## src/rtl/mult_pkg.sv

```systemverilog
// -----------------------------------------------------------------------------
// mult_pkg
// Shared definitions for the product accumulator slice: the controller state
// encoding, fixed product/output byte widths and default accumulator sizing.
// No ports.
// -----------------------------------------------------------------------------
package mult_pkg;

    typedef enum logic [1:0] {
        IDLE  = 2'b00,
        ACCUM = 2'b01,
        DRAIN = 2'b10
    } state_e;

    localparam int PROD_W    = 8;
    localparam int OUT_W     = 8;
    localparam int ACC_W_DEF = 16;
    localparam int CNT_W_DEF = 4;

endpackage

```

## src/rtl/mult_accumulator_if.sv

```systemverilog
// -----------------------------------------------------------------------------
// mult_accumulator_if
// Groups the two streaming handshakes of the accumulator:
//   prod_i / prod_valid / prod_ready  - product input from the array multiplier
//   out_data / out_valid / out_ready  - byte-serial drain output
// master: the side that supplies products and consumes drain bytes.
// slave : the accumulator itself.
// -----------------------------------------------------------------------------
interface mult_accumulator_if;
    import mult_pkg::*;

    logic [PROD_W-1:0] prod_i;
    logic              prod_valid;
    logic              prod_ready;
    logic [OUT_W-1:0]  out_data;
    logic              out_valid;
    logic              out_ready;

    modport master (
        output prod_i,
        output prod_valid,
        input  prod_ready,
        input  out_data,
        input  out_valid,
        output out_ready
    );

    modport slave (
        input  prod_i,
        input  prod_valid,
        output prod_ready,
        output out_data,
        output out_valid,
        input  out_ready
    );

endinterface

```

## src/rtl/acc_byte_serializer.sv

```systemverilog
// -----------------------------------------------------------------------------
// acc_byte_serializer
// Captures an ACC_W-bit snapshot on start_i and presents it LSB-first, one
// byte per out_ready handshake, on registered out_data_o/out_valid_o.
// Ports:
//   clk, rst_n     clock, asynchronous active-low reset
//   start_i        load snap_i and present byte 0 next cycle
//   abort_i        drop the current drain immediately (wins over start_i)
//   snap_i         value to drain
//   out_ready_i    downstream accepts the current byte
//   out_data_o     current byte
//   out_valid_o    out_data_o is valid
//   done_o         handshake of the final byte happens this cycle
// -----------------------------------------------------------------------------
module acc_byte_serializer
    import mult_pkg::*;
#(
    parameter int ACC_W = ACC_W_DEF
) (
    input  logic             clk,
    input  logic             rst_n,
    input  logic             start_i,
    input  logic             abort_i,
    input  logic [ACC_W-1:0] snap_i,
    input  logic             out_ready_i,
    output logic [OUT_W-1:0] out_data_o,
    output logic             out_valid_o,
    output logic             done_o
);

    localparam int NBYTES = ACC_W / OUT_W;
    localparam int IDX_W  = (NBYTES > 1) ? $clog2(NBYTES) : 1;

    logic [ACC_W-1:0] snap_q;
    logic [IDX_W-1:0] idx_q;
    logic [OUT_W-1:0] data_q;
    logic             valid_q;
    logic             hs;
    logic             last;

    function automatic logic [OUT_W-1:0] byte_at(input logic [ACC_W-1:0] w,
                                                  input logic [IDX_W-1:0] i);
        return w[OUT_W*int'(i) +: OUT_W];
    endfunction

    assign hs     = valid_q & out_ready_i;
    assign last   = (idx_q == IDX_W'(NBYTES - 1));
    assign done_o = hs & last & ~abort_i;

    always_ff @(posedge clk or negedge rst_n) begin
        if (!rst_n) begin
            snap_q  <= '0;
            idx_q   <= '0;
            data_q  <= '0;
            valid_q <= 1'b0;
        end else if (abort_i) begin
            idx_q   <= '0;
            data_q  <= '0;
            valid_q <= 1'b0;
        end else if (start_i) begin
            snap_q  <= snap_i;
            idx_q   <= '0;
            data_q  <= byte_at(snap_i, '0);
            valid_q <= 1'b1;
        end else if (hs) begin
            if (last) begin
                idx_q   <= '0;
                valid_q <= 1'b0;
            end else begin
                // Pre-load the next byte so it is registered when valid stays high.
                idx_q  <= idx_q + IDX_W'(1);
                data_q <= byte_at(snap_q, idx_q + IDX_W'(1));
            end
        end
    end

    assign out_data_o  = data_q;
    assign out_valid_o = valid_q;

endmodule

```

## src/rtl/mult_accumulator.sv

```systemverilog
// -----------------------------------------------------------------------------
// mult_accumulator
// Sums a stream of 8-bit unsigned products into an ACC_W-bit accumulator,
// counts accepted terms (saturating) and flags wrap-around (sticky). A dump
// request drains the sum LSB-first as bytes, after which all state clears.
// Ports:
//   clk, rst_n  clock, asynchronous active-low reset
//   bus         product input and drain output handshakes (slave side)
//   clear       synchronous clear of accumulator, count, overflow and drain
//   dump        request a drain of the current sum (level-sampled)
//   term_cnt    accepted products, saturating at 2^CNT_W-1
//   overflow    sticky: accumulator wrapped past 2^ACC_W-1
//   busy        high while draining
// -----------------------------------------------------------------------------
module mult_accumulator
    import mult_pkg::*;
#(
    parameter int ACC_W = ACC_W_DEF,
    parameter int CNT_W = CNT_W_DEF
) (
    input  logic             clk,
    input  logic             rst_n,
    mult_accumulator_if.slave bus,
    input  logic             clear,
    input  logic             dump,
    output logic [CNT_W-1:0] term_cnt,
    output logic             overflow,
    output logic             busy
);

    state_e           state_q;
    logic [ACC_W-1:0] acc_q;
    logic [CNT_W-1:0] cnt_q;
    logic             ovf_q;

    logic             accept;
    logic             start;
    logic             drain_done;
    logic [ACC_W:0]   sum_d;
    logic [ACC_W-1:0] snap_d;

    function automatic logic [CNT_W-1:0] sat_inc(input logic [CNT_W-1:0] v);
        return (&v) ? v : v + CNT_W'(1);
    endfunction

    // rst_n gates ready so nothing is offered while reset is held.
    assign bus.prod_ready = rst_n & (state_q != DRAIN) & ~clear;
    assign accept         = bus.prod_valid & bus.prod_ready;

    // One extra bit keeps the carry that feeds the sticky overflow flag.
    assign sum_d  = {1'b0, acc_q} + (ACC_W+1)'(bus.prod_i);
    // A product accepted in the dump cycle is part of the drained value.
    assign snap_d = accept ? sum_d[ACC_W-1:0] : acc_q;
    assign start  = dump & ~clear & (state_q != DRAIN);

    always_ff @(posedge clk or negedge rst_n) begin
        if (!rst_n) begin
            state_q <= IDLE;
            acc_q   <= '0;
            cnt_q   <= '0;
            ovf_q   <= 1'b0;
        end else if (clear) begin
            state_q <= IDLE;
            acc_q   <= '0;
            cnt_q   <= '0;
            ovf_q   <= 1'b0;
        end else begin
            case (state_q)
                IDLE, ACCUM: begin
                    if (accept) begin
                        acc_q   <= sum_d[ACC_W-1:0];
                        ovf_q   <= ovf_q | sum_d[ACC_W];
                        cnt_q   <= sat_inc(cnt_q);
                        state_q <= ACCUM;
                    end
                    if (dump) begin
                        state_q <= DRAIN;
                    end
                end
                DRAIN: begin
                    if (drain_done) begin
                        state_q <= IDLE;
                        acc_q   <= '0;
                        cnt_q   <= '0;
                        ovf_q   <= 1'b0;
                    end
                end
                default: state_q <= IDLE;
            endcase
        end
    end

    acc_byte_serializer #(
        .ACC_W(ACC_W)
    ) u_ser (
        .clk        (clk),
        .rst_n      (rst_n),
        .start_i    (start),
        .abort_i    (clear),
        .snap_i     (snap_d),
        .out_ready_i(bus.out_ready),
        .out_data_o (bus.out_data),
        .out_valid_o(bus.out_valid),
        .done_o     (drain_done)
    );

    assign term_cnt = cnt_q;
    assign overflow = ovf_q;
    assign busy     = (state_q == DRAIN);

endmodule

```

## src/flat_wrapper.sv

```systemverilog
// flat-port wrapper written by rule: the top's interface ports become plain ports
module mult_accumulator_flat import mult_pkg::*;
#(
    parameter int ACC_W = ACC_W_DEF,
    parameter int CNT_W = CNT_W_DEF
)
  (clk, rst_n, clear, dump, term_cnt, overflow, busy, bus_prod_i, bus_prod_valid, bus_prod_ready, bus_out_data, bus_out_valid, bus_out_ready);
  mult_accumulator_if bus_i ();
  input  logic clk;
  input  logic rst_n;
  input  logic clear;
  input  logic dump;
  output logic [CNT_W-1:0] term_cnt;
  output logic overflow;
  output logic busy;
  input wire logic [$bits(bus_i.prod_i)-1:0] bus_prod_i;
  input wire logic [$bits(bus_i.prod_valid)-1:0] bus_prod_valid;
  output wire logic [$bits(bus_i.prod_ready)-1:0] bus_prod_ready;
  output wire logic [$bits(bus_i.out_data)-1:0] bus_out_data;
  output wire logic [$bits(bus_i.out_valid)-1:0] bus_out_valid;
  input wire logic [$bits(bus_i.out_ready)-1:0] bus_out_ready;
  assign bus_i.prod_i = bus_prod_i;
  assign bus_i.prod_valid = bus_prod_valid;
  assign bus_prod_ready = bus_i.prod_ready;
  assign bus_out_data = bus_i.out_data;
  assign bus_out_valid = bus_i.out_valid;
  assign bus_i.out_ready = bus_out_ready;
  mult_accumulator #(.ACC_W(ACC_W), .CNT_W(CNT_W)) u_core (.clk(clk), .rst_n(rst_n), .bus(bus_i), .clear(clear), .dump(dump), .term_cnt(term_cnt), .overflow(overflow), .busy(busy));
endmodule
```

## config.mk

```make
export PLATFORM = sky130hd
export DESIGN_NAME = mult_accumulator_flat
export DESIGN_NICKNAME = d
export VERILOG_FILES = /design/src/rtl/mult_pkg.sv /design/src/rtl/mult_accumulator_if.sv /design/src/rtl/acc_byte_serializer.sv /design/src/rtl/mult_accumulator.sv /design/src/flat_wrapper.sv
export SDC_FILE = /design/constraint.sdc
export NUM_CORES = 1
export LEC_CHECK = 0
export BUFFER_PORTS_ARGS = -buffer_cell sky130_fd_sc_hd__buf_2
export CORE_MARGIN = 2
export CORE_UTILIZATION = 41
export DETAILED_ROUTE_END_ITERATION = 8
export PLACE_DENSITY = 0.56
export REMOVE_ABC_BUFFERS = 1
export SLEW_MARGIN = 20
export SYNTH_ARGS = -nofsm -noshare
export SYNTH_HDL_FRONTEND = slang
export SYNTH_SLANG_ARGS = --single-unit
```

## constraint.sdc

```tcl
create_clock -name clk -period 4.4 [get_ports clk]
set_input_delay 0.66 -clock clk [delete_from_list [all_inputs] [get_ports clk]]
set_output_delay 0.66 -clock clk [all_outputs]
set_load 0.05 [all_outputs]
```

==> flow_results.xml <==
<?xml version="1.0" encoding="UTF-8"?>
<metrics>
  <group name="outcome">
    <metric name="run_status" unit="">complete, no violations</metric>
  </group>
  <group name="critical_path">
    <metric name="setup.worst_path.class" unit="">input pin to output port</metric>
    <metric name="startpoint_type" unit="">input pin</metric>
    <metric name="cp_num_cells" unit="">4</metric>
    <metric name="critical_path.max_fanout" unit="">22</metric>
    <metric name="critical_path.cell_chain" unit="">buf_2, buf_4, and3_1, buf_2</metric>
    <metric name="worstPathArrival" unit="ns">1.97</metric>
    <metric name="cp_common_cell" unit="">buf_2</metric>
    <metric name="worst_r2r_path_depth" unit="">8</metric>
    <metric name="worst_path_dominant_cell_family" unit="">buffers and inverters</metric>
    <metric name="critical_path.max_stage_delay" unit="ns">0.42</metric>
    <metric name="worst_setup_path_end_kind" unit="">output port</metric>
    <metric name="critPathRequiredTime" unit="ns">3.74</metric>
    <metric name="path_buf_inv" unit="">3</metric>
    <metric name="crit_path_top_delay_cell" unit="">buf_2</metric>
  </group>
  <group name="timing">
    <metric name="tns" unit="ns">0</metric>
    <metric name="min_period_over_period" unit="%">59.7</metric>
    <metric name="finalSetupViolations" unit="">0</metric>
    <metric name="hold_violations" unit="">0</metric>
    <metric name="crit_path_time_final" unit="ns">2.63</metric>
    <metric name="worst-slew-pin-transition" unit="ns">0.821</metric>
    <metric name="timing_max_transition_violations_final" unit="">0</metric>
    <metric name="headroom_to_the_max_slew_limit" unit="%">45.1</metric>
    <metric name="achievable-frequency" unit="MHz">381</metric>
    <metric name="whs" unit="ns">0.327</metric>
    <metric name="fin_skew" unit="ns">0.00855</metric>
    <metric name="setup_slack" unit="ns">1.77</metric>
    <metric name="rsz0062_at_grt" unit="">false</metric>
  </group>
  <group name="placement">
    <metric name="dpl_worst_slack" unit="ns">1.72</metric>
    <metric name="dpl.hpwl" unit="mm">4.23</metric>
    <metric name="count_of_input_and_output_buffers" unit="">29</metric>
    <metric name="finalWeightedCongestion" unit="">0.791</metric>
  </group>
  <group name="clock_tree">
    <metric name="tritoncts_clock_tree" unit="">done</metric>
    <metric name="h-tree-depth" unit="">2</metric>
    <metric name="clkLatencyLatePin" unit="ns">0.30</metric>
    <metric name="max-clock-path-buffers" unit="">2</metric>
    <metric name="post_cts_buffers" unit="">0</metric>
    <metric name="ctsResizeCount" unit="">0</metric>
    <metric name="postCtsHoldBufs" unit="">0</metric>
    <metric name="cts_num_sinks" unit="">41</metric>
    <metric name="clkTransAtPathRegs" unit="ns">0.08</metric>
    <metric name="numCtsBuffers" unit="">5</metric>
    <metric name="cts_root_buffer" unit="">clkbuf_8</metric>
  </group>
  <group name="floorplan">
    <metric name="die_width" unit="um">80.7</metric>
    <metric name="start_util" unit="%">43.1</metric>
    <metric name="die_outline_height" unit="um">80.7</metric>
    <metric name="std_cell_rows" unit="">27</metric>
    <metric name="die_area" unit="um2">6520</metric>
    <metric name="fp.coreArea" unit="um2">5610</metric>
    <metric name="floorplan.io_pins" unit="">30</metric>
  </group>
  <group name="detailed_routing">
    <metric name="remaining_drc_errors" unit="">0</metric>
    <metric name="detailedRoute.firstIterationViolations" unit="">117</metric>
    <metric name="finalWirelength" unit="mm">5.81</metric>
    <metric name="detail_route.first_pass.iterations" unit="">4</metric>
    <metric name="post_drt_wl_per_cell" unit="um">16.1</metric>
    <metric name="route.vias.total" unit="">1984</metric>
    <metric name="route.antenna.remaining_nets" unit="">0</metric>
    <metric name="detail_route.vias_per_cell" unit="">5.50</metric>
  </group>
  <group name="final_layout">
    <metric name="area_growth" unit="%">12.5</metric>
    <metric name="multi_input_combinational_cell_area" unit="um2">1310</metric>
    <metric name="register_area" unit="um2">1030</metric>
    <metric name="diodes_inserted" unit="">0</metric>
    <metric name="drive_gt1_share" unit="%">19.0</metric>
    <metric name="nets" unit="">312</metric>
    <metric name="filler_cell_count" unit="">561</metric>
  </group>
  <group name="grt">
    <metric name="grt_start_max_net_pins" unit="">28</metric>
    <metric name="grt_use_total" unit="%">19.8</metric>
    <metric name="gr-total-overflow" unit="">0</metric>
    <metric name="first_pass_grt_wire_length" unit="mm">9.83</metric>
    <metric name="antenna_found_initial" unit="">0</metric>
    <metric name="first_global_vias" unit="">1950</metric>
  </group>
  <group name="yosys">
    <metric name="netlist_area" unit="um2">2410</metric>
    <metric name="synthArstFlopShare" unit="%">100</metric>
    <metric name="synth_cells" unit="">263</metric>
    <metric name="synth-seq-area-share" unit="%">42.5</metric>
    <metric name="post_synth_num_cell_types" unit="">52</metric>
    <metric name="syn_avg_cell_area" unit="um2">9.18</metric>
    <metric name="synth-warning-count" unit="">0</metric>
    <metric name="yosys_register_bits" unit="">41</metric>
    <metric name="synth_top_flop_cell" unit="">dfrtp_1</metric>
    <metric name="synth-edff-count" unit="">0</metric>
  </group>
  <group name="job">
    <metric name="number_of_violations_of_the_max_capacitance_limit" unit="">0</metric>
  </group>
  <group name="power">
    <metric name="power-per-cell-area" unit="nW/um2">324</metric>
    <metric name="leakagePower" unit="nW">1.27</metric>
    <metric name="vdd_drop_max" unit="V">0.000187</metric>
  </group>
  <group name="worst_hold_path">
    <metric name="timing.hold.worst.class" unit="">input pin to asynchronous set/reset pin</metric>
  </group>
</metrics>
[synth_stat cells, types with 2 or more instances]
cell,instances,area [um2]
or3_1,4,25.0
o211ai_2,2,25.0
a31o_2,2,17.5
dfrtp_1,41,1030
nor2b_1,2,12.5
o31ai_1,3,22.5
a211oi_2,2,25.0
mux2i_1,2,20.0
o21ai_0,10,50.1
ha_1,9,113
inv_1,3,11.3
buf_2,4,20.0
clkbuf_1,7,26.3
or2_2,2,12.5
o21ai_1,14,70.1
xnor2_1,10,87.6
and4_1,2,17.5
a31oi_1,4,25.0
a211oi_1,4,30.0
nand2_1,48,180
nor2_1,11,41.3
nand2b_1,3,18.8
xor2_1,4,35.0
nor3_1,3,15.0
a21oi_1,17,85.1
inv_2,2,7.51
and3_1,4,25.0
a21oi_2,2,17.5
a21o_1,6,45.0
a311oi_1,4,35.0
nand3_1,9,45.0
a22o_1,3,26.3
[metrics by stage]
step / instances / utilization, % / total power, mW / area (um2)
after floorplan: 251 / - / 0.517 / 2360
after global placement: 353 / 46.4 / 0.569 / 2600
after detailed placement: 353 / 46.4 / 0.569 / 2600
after CTS: 361 / 48.4 / 0.887 / 2720
after global routing: 361 / 48.4 / 0.920 / 2720
final: 361 / 48.4 / 0.879 / 2720
[logic make-up after synthesis]
family,Yosys count,share of synthesized area (%)
buffers and inverters,17,3.16
and+or+nand+nor,97,19.3
muxes,2,0.829
AOI/OAI and AO/OA,82,23.6
DFF,41,42.5
xor gates and xnor gates,14,5.08
adders and majority gates,10,5.49
[final timing paths]
check | endpoint | from | slack (ns)
max | bus_prod_ready | rst_n | 1.77
min | u_core.term_cnt[0] | rst_n | 0.33
max reg2reg | u_core.u_ser.snap_q[10] | u_core.acc_q[0] | 2.16
min reg2reg | u_core.overflow | u_core.overflow | 0.49
max in group asynchronous | u_core.u_ser.snap_q[10] | rst_n | 3.38
min in group clk | u_core.overflow | u_core.overflow | 0.49
[flip-flops by register name (all words and copies together), names as in the netlist]
| register | flops |
|---|---|
| u_core.overflow | 1 |
| u_core.u_ser.idx_q | 1 |
| u_core.u_ser.out_valid_o | 1 |
| u_core.term_cnt | 4 |
| u_core.acc_q | 16 |
| u_core.u_ser.out_data_o | 8 |
| u_core.u_ser.snap_q | 8 |
| u_core.state_q | 2 |
[power by group]
| part | total (mW) | internal [mW] | switching [mW] |
|---|---|---|---|
| clock network | 0.319 | 0.185 | 0.133 |
| logic | 0.159 | 0.0427 | 0.116 |
| registers | 0.402 | 0.390 | 0.0125 |
| total | 0.879 | 0.618 | 0.262 |
[placed cells by master (no fill, tap or decap), drive strengths merged, types with 4 or more instances in the layout]
| cell | n |
|---|---|
| a211oi | 6 |
| a21o | 6 |
| a21oi | 19 |
| a311oi | 4 |
| a31oi | 4 |
| and3 | 5 |
| buf | 30 |
| clkbuf | 7 |
| dfrtp | 41 |
| ha | 9 |
| inv | 5 |
| nand2 | 48 |
| nand2b | 4 |
| nand3 | 10 |
| nor2 | 12 |
| o21ai | 25 |
| or3 | 4 |
| xnor2 | 10 |
| xor2 | 4 |
[worst register-to-register path, stage by stage, from the launching register on]
cell,delay (ns)
dfrtp_1,0.41
ha_1,0.22
fa_1,0.41
a21o_1,0.20
nand4_1,0.13
a21oi_2,0.12
o2111ai_1,0.34
xor2_1,0.20
o21ai_1,0.07
[routing by layer]
metal	share of wire (%)	GRT usage, %	up-vias
met5	0	0	-
met4	1.2	5.08	0
met3	4.3	3.33	9
met2	45	31.7	41
met1	50	27.9	945
li1	-	-	989
[area by class of cell]
type	instances	area share (%)
flip-flops and latches	41	37.8
inverters	5	0.691
clock inverters	1	1.11
multi-input cells	205	48.3
repair buffers	30	5.62
well taps	72	3.32
clock buffers	7	3.18
Power figures use the tool's default switching activity.
